<file path="src/rtl/division_unsigned_requester.sv">
// Client-facing initiator for the start/ready divider: request accept -> start pulse -> wait -> respond.
// Latency: start one cycle after accept, response one cycle after divider ready; holds response until rsp_ready_i.
module division_unsigned_requester #(
  parameter int g_width   = 8,
  parameter int g_timeout = 32
) (
  input  logic               clk_i,
  input  logic               res_i,
  input  logic               req_valid_i,
  output logic               req_ready_o,
  input  logic [g_width-1:0] dividend_i,
  input  logic [g_width-1:0] divisor_i,
  output logic               div_start_o,
  input  logic               div_ready_i,
  output logic [g_width-1:0] div_dividend_o,
  output logic [g_width-1:0] div_divisor_o,
  input  logic [g_width-1:0] div_quotient_i,
  input  logic [g_width-1:0] div_remainder_i,
  output logic               rsp_valid_o,
  input  logic               rsp_ready_i,
  output logic [g_width-1:0] quotient_o,
  output logic [g_width-1:0] remainder_o,
  output logic               err_div0_o,
  output logic               err_timeout_o,
  output logic               busy_o
);

  localparam int c_tw = (g_timeout > 1) ? $clog2(g_timeout) : 1;
  localparam logic [c_tw-1:0] c_tlast = c_tw'(g_timeout - 1);

  typedef enum logic [1:0] {
    st_idle,
    st_launch,
    st_wait_done,
    st_respond
  } state_t;

  typedef struct packed {
    logic [g_width-1:0] quotient;
    logic [g_width-1:0] remainder;
    logic               err_div0;
    logic               err_timeout;
  } rsp_t;

  typedef struct packed {
    logic [g_width-1:0] dividend;
    logic [g_width-1:0] divisor;
  } opnd_t;

  state_t          state_q, state_d;
  logic [c_tw-1:0] timer_q, timer_d;
  rsp_t            rsp_q, rsp_d;
  opnd_t           opnd_q, opnd_d;

  always_ff @(posedge clk_i or negedge res_i) begin
    if (!res_i) begin
      state_q <= st_idle;
      timer_q <= '0;
      rsp_q   <= '0;
      opnd_q  <= '0;
    end else begin
      state_q <= state_d;
      timer_q <= timer_d;
      rsp_q   <= rsp_d;
      opnd_q  <= opnd_d;
    end
  end

  always_comb begin
    state_d = state_q;
    timer_d = timer_q;
    rsp_d   = rsp_q;
    opnd_d  = opnd_q;
    case (state_q)
      st_idle: begin
        if (req_valid_i) begin
          opnd_d.dividend = dividend_i;
          opnd_d.divisor  = divisor_i;
          // Zero divisor is answered locally; the divider never sees it.
          if (divisor_i == '0) begin
            rsp_d.quotient    = '1;
            rsp_d.remainder   = dividend_i;
            rsp_d.err_div0    = 1'b1;
            rsp_d.err_timeout = 1'b0;
            state_d           = st_respond;
          end else begin
            rsp_d.err_div0    = 1'b0;
            rsp_d.err_timeout = 1'b0;
            state_d           = st_launch;
          end
        end
      end
      st_launch: begin
        timer_d = '0;
        state_d = st_wait_done;
      end
      st_wait_done: begin
        // A ready pulse on the timeout edge still delivers a good result.
        if (div_ready_i) begin
          rsp_d.quotient  = div_quotient_i;
          rsp_d.remainder = div_remainder_i;
          state_d         = st_respond;
        end else if (timer_q == c_tlast) begin
          rsp_d.quotient    = '0;
          rsp_d.remainder   = '0;
          rsp_d.err_timeout = 1'b1;
          state_d           = st_respond;
        end else begin
          timer_d = timer_q + c_tw'(1);
        end
      end
      st_respond: begin
        if (rsp_ready_i) begin
          state_d = st_idle;
        end
      end
      default: begin
        state_d = st_idle;
      end
    endcase
  end

  assign req_ready_o    = (state_q == st_idle);
  assign div_start_o    = (state_q == st_launch);
  assign rsp_valid_o    = (state_q == st_respond);
  assign busy_o         = (state_q != st_idle);
  assign div_dividend_o = opnd_q.dividend;
  assign div_divisor_o  = opnd_q.divisor;
  assign quotient_o     = rsp_q.quotient;
  assign remainder_o    = rsp_q.remainder;
  assign err_div0_o     = rsp_q.err_div0;
  assign err_timeout_o  = rsp_q.err_timeout;

endmodule

</file>
<file path="config.mk">
export PLATFORM = sky130hd
export DESIGN_NAME = division_unsigned_requester
export DESIGN_NICKNAME = d
export VERILOG_FILES = /design/src/rtl/division_unsigned_requester.sv
export SDC_FILE = /design/constraint.sdc
export NUM_CORES = 1
export LEC_CHECK = 0
export ABC_CLOCK_PERIOD_IN_PS = 5900
export CAP_MARGIN = 20
export CORE_MARGIN = 2
export CORE_UTILIZATION = 46
export CTS_CLUSTER_SIZE = 24
export DETAILED_ROUTE_END_ITERATION = 10
export MAX_ROUTING_LAYER = met4
export PLACE_DENSITY = 0.94
export SLEW_MARGIN = 5
export SYNTH_ARGS = -nofsm -noshare
export SYNTH_HDL_FRONTEND = slang
export SYNTH_SLANG_ARGS = --single-unit
</file>
<file path="constraint.sdc">
create_clock -name clk_i -period 5.9 [get_ports clk_i]
set_input_delay 0.885 -clock clk_i [delete_from_list [all_inputs] [get_ports clk_i]]
set_output_delay 0.885 -clock clk_i [all_outputs]
set_load 0.01 [all_outputs]
</file>
# [Word-level counts from Yosys, hierarchy flattened]
# Index checks and enable logic that the tools add are counted.
[classes] n_addsub=1 eq_ne=11 muxes=18 reduce_logical=10
[ops] op="16-bit two-way mux" n=3
[ops] op="16-bit one-hot mux with 2 select lines" n=1
[ops] op="18-bit two-way mux" n=1
[ops] op="2-bit two-way mux" n=6
[ops] op="5-bit two-way mux" n=2
[ops] op="5-bit one-hot mux with 2 select lines" n=1
[ops] op="8-bit zero test" n=1
[ops] op="2-bit != test, second input constant" n=4
[ops] op="2-bit one-hot mux with 4 select lines" n=1
[ops] op="4-bit AND reduction" n=2
[ops] op="3-bit AND reduction" n=2
[ops] op="2-bit nonzero test" n=3
[ops] op="5-bit by 1-bit adder with 5-bit output, second input constant" n=1
[ops] op="5-bit == test, second input constant" n=1
[ops] op="2-bit == test, second input constant" n=2
[ops] op="2-bit by 1-bit != test with 1-bit output, second input constant" n=2
[ops] op="3-bit != test, second input constant" n=1
[ops] op="2-bit by 1-bit == test with 1-bit output, second input constant" n=1
[ops] op="2-bit zero test" n=1
[ops] op="1-bit two-way mux" n=2
[ops] op="1-bit one-hot mux with 2 select lines" n=1
[ops] op="2-bit AND reduction" n=1
[word_totals] reg_bits=41 in_bits=37

# [Depth between registers and ports, before layout]
# Gate-level depths: netlist (run 1).
[depth] word_depth=4 ltp_mapped=7 depth_no_buf=7

# [Worst setup path before layout (run 1)]
# OpenSTA, ideal clock, no wires.
[synth_path] kind="input -> register" from="in divisor_i[5]" to="reg rsp_q (netlist bit remainder_o[0])" arrival_time_ns=2.160 path_slack_ns=3.613 cell_stages=5 path_buffers=1 cell_sequence="nor4_4 > a31oi_2 > a211oi_4 > buf_6 > mux2_1"
[synth_between] elab_chain_len=3
[synth_rtl] item="start: declaration" line_no="12" rtl="input logic [g_width-1:0] divisor_i,"
[synth_rtl] item="8-bit zero test" line_no="80" rtl="if (divisor_i == '0) begin"
[synth_rtl] item="2-bit by 1-bit != test with 1-bit output (no source line)"
[synth_rtl] item="4-bit AND reduction (no source line)"
[synth_rtl] item="end signal: assignment" line_no="64" rtl="rsp_q <= rsp_d;"
[synth_rtl] item="end: declaration" line_no="52" rtl="rsp_t rsp_q, rsp_d;"
# No other way between the ends.
# A chain may end at the register's enable or synchronous reset.

# [Worst setup path in the final report (run 1)]
[layout_path] from="in divisor_i[5]" to="reg rsp_q (netlist bit remainder_o[4])"
# Same word-level chain as after synthesis.

==> results of run 1 <==
-- metal layers --
metal	up-vias	routed length, um
met1	740	1876
li1	696	-
met2	41	2357
met3	5	225
met4	0	41
met5	-	0
-- report_power, final --
group	switching [uW]	internal (uW)
Sequential	60.8	388
Combinational	289	382
Clock	96.5	123
Total	446	894
-- critical path: stages --
cell and delay [ns]:
clkdlybuf4s50_1 0.47, nor4_4 0.37, a31oi_2 0.18, a211oi_4 0.64
mux2_2 0.41
-- registers in the layout (all words and copies together) (netlist names) --
signal          flops
div_dividend_o      8
div_divisor_o       8
err_div0_o          1
err_timeout_o       1
quotient_o          8
remainder_o         8
state_q             2
timer_q             5
-- Yosys cell counts, drive strengths merged, types with 4 or more instances --
master / number
a22o: 9
a2bb2oi: 8
a31oi: 4
dfrtp: 41
ha: 6
inv: 6
mux2: 25
nand2: 12
nor2: 6
o21ai: 4
-- layout by cell type, fill, tap and decap left out, types with 3 or more instances in the layout --
cell / synthesis / final
a22o_1: 9 / 9
a2bb2oi_1: 8 / 8
a31oi_1: 3 / 3
clkbuf_8: 0 / 5
clkdlybuf4s50_1: 0 / 73
dfrtp_1: 41 / 41
ha_1: 6 / 6
inv_1: 6 / 6
mux2_2: 23 / 23
nand2_1: 12 / 12
nor2_1: 5 / 5
nor2b_1: 3 / 3
o21ai_0: 4 / 4
o2bb2ai_1: 3 / 3
-- worst max path at each step --
| stage | to | slack [ns] | cells past startpoint |
|---|---|---|---|
| 3_5_place_dp | remainder_o[4] | 2.77 | 5 |
| 3_3_place_gp | remainder_o[4] | 2.88 | 5 |
| 4_1_cts | remainder_o[4] | 3.10 | 5 |
| 2_1_floorplan | remainder_o[0] | 3.61 | 5 |
| 6_report | remainder_o[4] | 3.12 | 5 |
| 5_1_grt | remainder_o[4] | 2.99 | 5 |
-- logic make-up (layout without fill, tap and decap cells) --
logic type	count (synthesis)	count (layout)	synth area share [%]
AOI/OAI and AO/OA	34	34	15.02
DFF	41	41	54.02
adders and majority gates	6	6	3.952
and+or+nand+nor	30	30	9.289
muxes	26	26	15.35
buffers and inverters	10	88	2.371
-- per-stage QoR --
| stage | instance area (um2) | total power [uW] | worst slack (ns) |
|---|---|---|---|
| 3_3_place_gp | 2675 | 1100 | 2.877 |
| 6_report | 2786 | 1340 | 3.122 |
| 4_1_cts | 2779 | 1349 | 3.095 |
| 5_1_grt | 2786 | 1413 | 2.990 |
| 3_5_place_dp | 2675 | 1128 | 2.766 |
| 2_1_floorplan | 1899 | 812.9 | 3.613 |
-- cell type report --
| type | instances | area, um2 | share of cell area (%) |
|---|---|---|---|
| clock buffers | 5 | 68.82 | 2.470 |
| clock inverters | 2 | 35.03 | 1.257 |
| inverters | 6 | 22.52 | 0.8083 |
| multi-input cells | 96 | 828.3 | 29.73 |
| flip-flops and latches | 41 | 1026 | 36.82 |
| well taps | 50 | 62.56 | 2.245 |
| repair buffers | 75 | 743.2 | 26.67 |
==> run_results.csv, run 1 <==
group,metric,value,unit
run_status,status,"finished clean",
route,drtAntennaViolNets,0,
clocking,h-tree-depth,2,
clocking,hold_buffers,0,
global_route,busiest_layer,"met2",
min_path,min_to,"remainder_o[0]",
timing,slew_violations,0,
route,drtPass1Iterations,4,
clocking,post_cts_buffers,0,
placement,hpwl,3299,um
global_route,grt_pass1_vias,1461,
route,routed_via_density,5.389,
route,wire_per_inst,16.37,um
finish,num-nets-final,268,
setup_path,cp-end-kind,"flip-flop",
route,drc,0,
global_route,grt.total_usage,20.84,%
yosys,ys_seq_elements,41,
yosys,synth_area_leader_cell,"dfrtp_1",
global_route,grt-ovfl-total,0,
clocking,cts_buffer_depth,2,
floorplan,core_area,4000,um2
clocking,cts_buffers,5,
finish,drive_above_1_share,17.33,%
global_route,grtUsageMet3,5.592,%
yosys,synth_edf_count,0,
timing,skew,0.005512,ns
global_route,antenna_found_initial,0,
clocking,cts_sinks,41,
yosys,syn-cell-area,1899,um2
setup_path,reg2reg_to,"remainder_o[4]",
finish,areaGrowthSynthToFinish,46.71,%
clocking,clk_latency,0.30,ns
timing,finalHoldViolCount,0,
yosys,ys_seq_area_share,54.02,%
setup_path,criticalPathCategory,"input pin to flip-flop",
yosys,avgSynthCellArea,12.92,um2
min_path,hold_class,"flip-flop to flip-flop",
setup_path,reg2reg_from,"timer_q[0]",
timing,rsz0062_at_grt,"false",
floorplan,die_area,4659,um2
finish,final_util,69.66,%
route,vias,1482,
floorplan,die_w,68.26,um
route,drt_iter0_markers,59,
setup_path,crit_fanout,16,
global_route,use_met1,25.11,%
timing,period_share,47.08,%
yosys,ys_warn_count,0,
yosys,syn_nets,190,
timing,relSlewSlack,40.19,%
min_path,holdPathStages,1,
global_route,grt_pass1_wl,6865,um
clocking,cts_resized,0,
setup_path,regToRegSetupSlack,3.51,ns
placement,place.gp.congestion,0.8319,
power_and_ir_drop,cellLeakagePower,0.001165,uW
yosys,synthCells,147,
finish,antennaDiodeCount,0,
floorplan,core.rowCount,23,
yosys,ys_types,29,
timing,holdWs,0.5049,ns
power_and_ir_drop,power-per-cell-area,480.8,nW/um2
min_path,hold_path_startpoint,"remainder_o[0]",
run,drv_cap,0,
global_route,grt_max_degree,42,
timing,fin_crit,2.778,ns
finish,stdcell_count,275,
finish,n_fill_cell,290,
floorplan,initial_utilization,47.48,%
setup_path,crit_start,"divisor_i[5]",
setup_path,startpoint_type,"input pin",
setup_path,worstPathArrival,2.97,ns
timing,setup_violations,0,
clocking,cts_tree,"yes",
clocking,cts_root_buf,"clkbuf_8",
yosys,synthTopCellsByArea,"dfrtp_1, mux2_2, a22o_1",
yosys,synthArstFlopShare,100.0,%
setup_path,cp.required,6.09,ns
route,wirelength,4501,um
timing,max_freq,360.0,MHz
yosys,synth_ff_type,"dfrtp_1",
clocking,clk_pin_slew,0.08,ns
timing,tns,0,ns
floorplan,die_y,68.26,um
placement,dp_cells,267,
placement,port_buffers,74,
yosys,synth_top_area_share,54.02,%
timing,worst_slew_pin_slew,0.8972,ns
floorplan,ios,75,
setup_path,r2r.worst_path.cells,6,
global_route,grt_use_met2,35.19,%
power_and_ir_drop,ir_drop,0.2968,mV
Power figures use the tool's default switching activity.
==> run 2, diff against run 1 <==
- ABC_CLOCK_PERIOD_IN_PS: 5900 -> 2600
- CORE_UTILIZATION: 46 -> 43
- PLACE_DENSITY: 0.94 -> 0.89
- clock period: 5.9 -> 2.6 ns (I/O delays scaled with it)
==> run 2 against run 1 <==
Global-route usage decreased by 1.6 points; first-iteration DRC count grew 14%; non-clock buffer count increased by 1; via count is 2.2% lower; die area rose by 6.6%; combinational power grew 130%; power rose by 120%; sequential cell count is the same; clock power is 83% higher; largest power group unchanged; sequential power is 120% higher; register-to-register slack worse by 3.1 ns.
==> run_results.csv, run 2 (synthesized netlist as in run 1, its figures left out) <==
group,metric,value,unit
finish,final_util,64.60,%
timing,rsz0062_at_grt,"false",
finish,areaGrowthSynthToFinish,46.05,%
clocking,cts_buffers,5,
placement,port_buffers,74,
route,wl_met3,278,um
power_and_ir_drop,p_comb_share,51.9,%
route,drtPass1Iterations,4,
clocking,post_cts_buffers,0,
power_and_ir_drop,p_switching,993.1,uW
route,routed_via_density,5.216,
global_route,grt_pass1_wl,7231,um
finish,mostFrequentLayoutCells,"clkdlybuf4s50_1, dfrtp_1, mux2_2",
power_and_ir_drop,p_int,1944,uW
timing,worst_slew_pin_slew,0.8927,ns
power_and_ir_drop,power-per-cell-area,1059,nW/um2
placement,place.gp.congestion,0.7812,
min_path,hold_class,"input pin to async pin",
setup_path,crit_fanout,10,
floorplan,initial_utilization,44.23,%
placement,hpwl,3242,um
finish,drive_above_1_share,17.26,%
placement,dp_cells,271,
timing,max_freq,457.5,MHz
setup_path,worstPathArrival,2.37,ns
global_route,grt_pass1_vias,1516,
power_and_ir_drop,cellLeakagePower,0.001157,uW
timing,period_share,84.06,%
power_and_ir_drop,ir_drop,0.6046,mV
route,wl_met2,2093,um
route,drt_iter0_markers,67,
floorplan,die_w,70.46,um
timing,relSlewSlack,40.49,%
power_and_ir_drop,power_frac_seq,34.5,%
power_and_ir_drop,power,2937,uW
power_and_ir_drop,p_sw_share,33.81,%
floorplan,ios,75,
route,top_layer,"met4",
finish,num-nets-final,269,
timing,slew_violations,0,
finish,antennaDiodeCount,0,
timing,skew,0.008410,ns
timing,tns,0,ns
timing,finalHoldViolCount,0,
floorplan,die_area,4965,um2
global_route,grt.total_usage,19.27,%
clocking,cts_buffer_depth,2,
setup_path,cp-end-kind,"flip-flop",
clocking,cts_tree,"yes",
clocking,clk_latency,0.29,ns
finish,n_fill_cell,330,
clocking,cts_root_buf,"clkbuf_8",
global_route,antenna_found_initial,0,
run_status,status,"finished clean",
floorplan,core_area,4294,um2
global_route,grt-ovfl-total,0,
route,vias,1450,
global_route,grt_max_degree,42,
floorplan,die_y,70.46,um
route,drtAntennaViolNets,0,
clocking,hold_buffers,0,
clocking,cts_sinks,41,
route,met1_length,1790,um
finish,stdcell_count,278,
clocking,cts_resized,0,
route,wirelength,4247,um
clocking,h-tree-depth,2,
setup_path,cp.required,2.78,ns
power_and_ir_drop,pwr-share-clk,13.6,%
setup_path,startpoint_type,"flip-flop",
floorplan,core.rowCount,24,
setup_path,criticalPathCategory,"flip-flop to flip-flop",
run,drv_cap,0,
route,drc,0,
finish,final_common_cell,"clkdlybuf4s50_1",
clocking,clk_pin_slew,0.08,ns
timing,setup_violations,0,
timing,fin_crit,2.186,ns
route,wire_per_inst,15.28,um
## run 2: changes by cell type in the layout (fill, tap and decap cells not counted)
| cell | previous run | this run |
|---|---|---|
| bufinv_16 | 1 | 0 |
| buf_4 | 1 | 2 |
| clkbuf_1 | 0 | 1 |
| clkinv_2 | 1 | 0 |
| clkinv_4 | 0 | 1 |
## run 2: final timing paths
| path | startpoint | to | slack (ns) | depth (start not counted) |
|---|---|---|---|---|
| max | timer_q[0] | remainder_o[3] | 0.41 | 6 |
| min | res_i | quotient_o[7] | 0.22 | 1 |
| max reg2reg | timer_q[0] | remainder_o[3] | 0.41 | 6 |
| min reg2reg | err_div0_o | err_div0_o | 0.49 | 2 |
| max in group asynchronous | res_i | timer_q[2] | 1.83 | 1 |
| min in group clk_i | err_div0_o | err_div0_o | 0.49 | 2 |
## run 2: metrics by stage
step                hold slack [ns]  worst slack [ns]  cell area, um2
finish                       0.2220            0.4144            2774
global route                 0.2877            0.2230            2774
CTS                          0.2434            0.4058            2774
detailed placement           0.4741            0.1903            2693
global placement             0.4709            0.2735            2693
floorplan                   0.09441            0.5603            1899
## run 2: final cells by class
class	count	area [um2]	share of cell area (%)
sequential	41	1026	36.99
tap	52	65.06	2.346
multi-input combinational	96	828.3	29.86
timing repair buffer	76	750.7	27.06
clock buffer	6	72.57	2.616
inverter	6	22.52	0.8119
clock inverter	1	8.758	0.3157
## run 2: power by group through the flow
stage	clock network, uW	registers, uW	logic, uW
final	400	1010	1520
after global placement	0	1010	1500
after global routing	440	1050	1640
after CTS	409	1020	1550
after floorplan	0	1110	731
after detailed placement	0	1030	1540
## run 2: layer usage
metal  track usage [%]  vias up
met3             6.061        8
met2             28.93       49
met4             7.265        0
li1                  -      697
met1             24.51      696
met5                 -        -
## run 2: critical path, stage by stage (launching register included)
cell and delay [ns]:
dfrtp_1 0.42, ha_1 0.22, and3_1 0.18, ha_1 0.22, nor2_2 0.13, a211oi_4 0.52, mux2_2 0.40
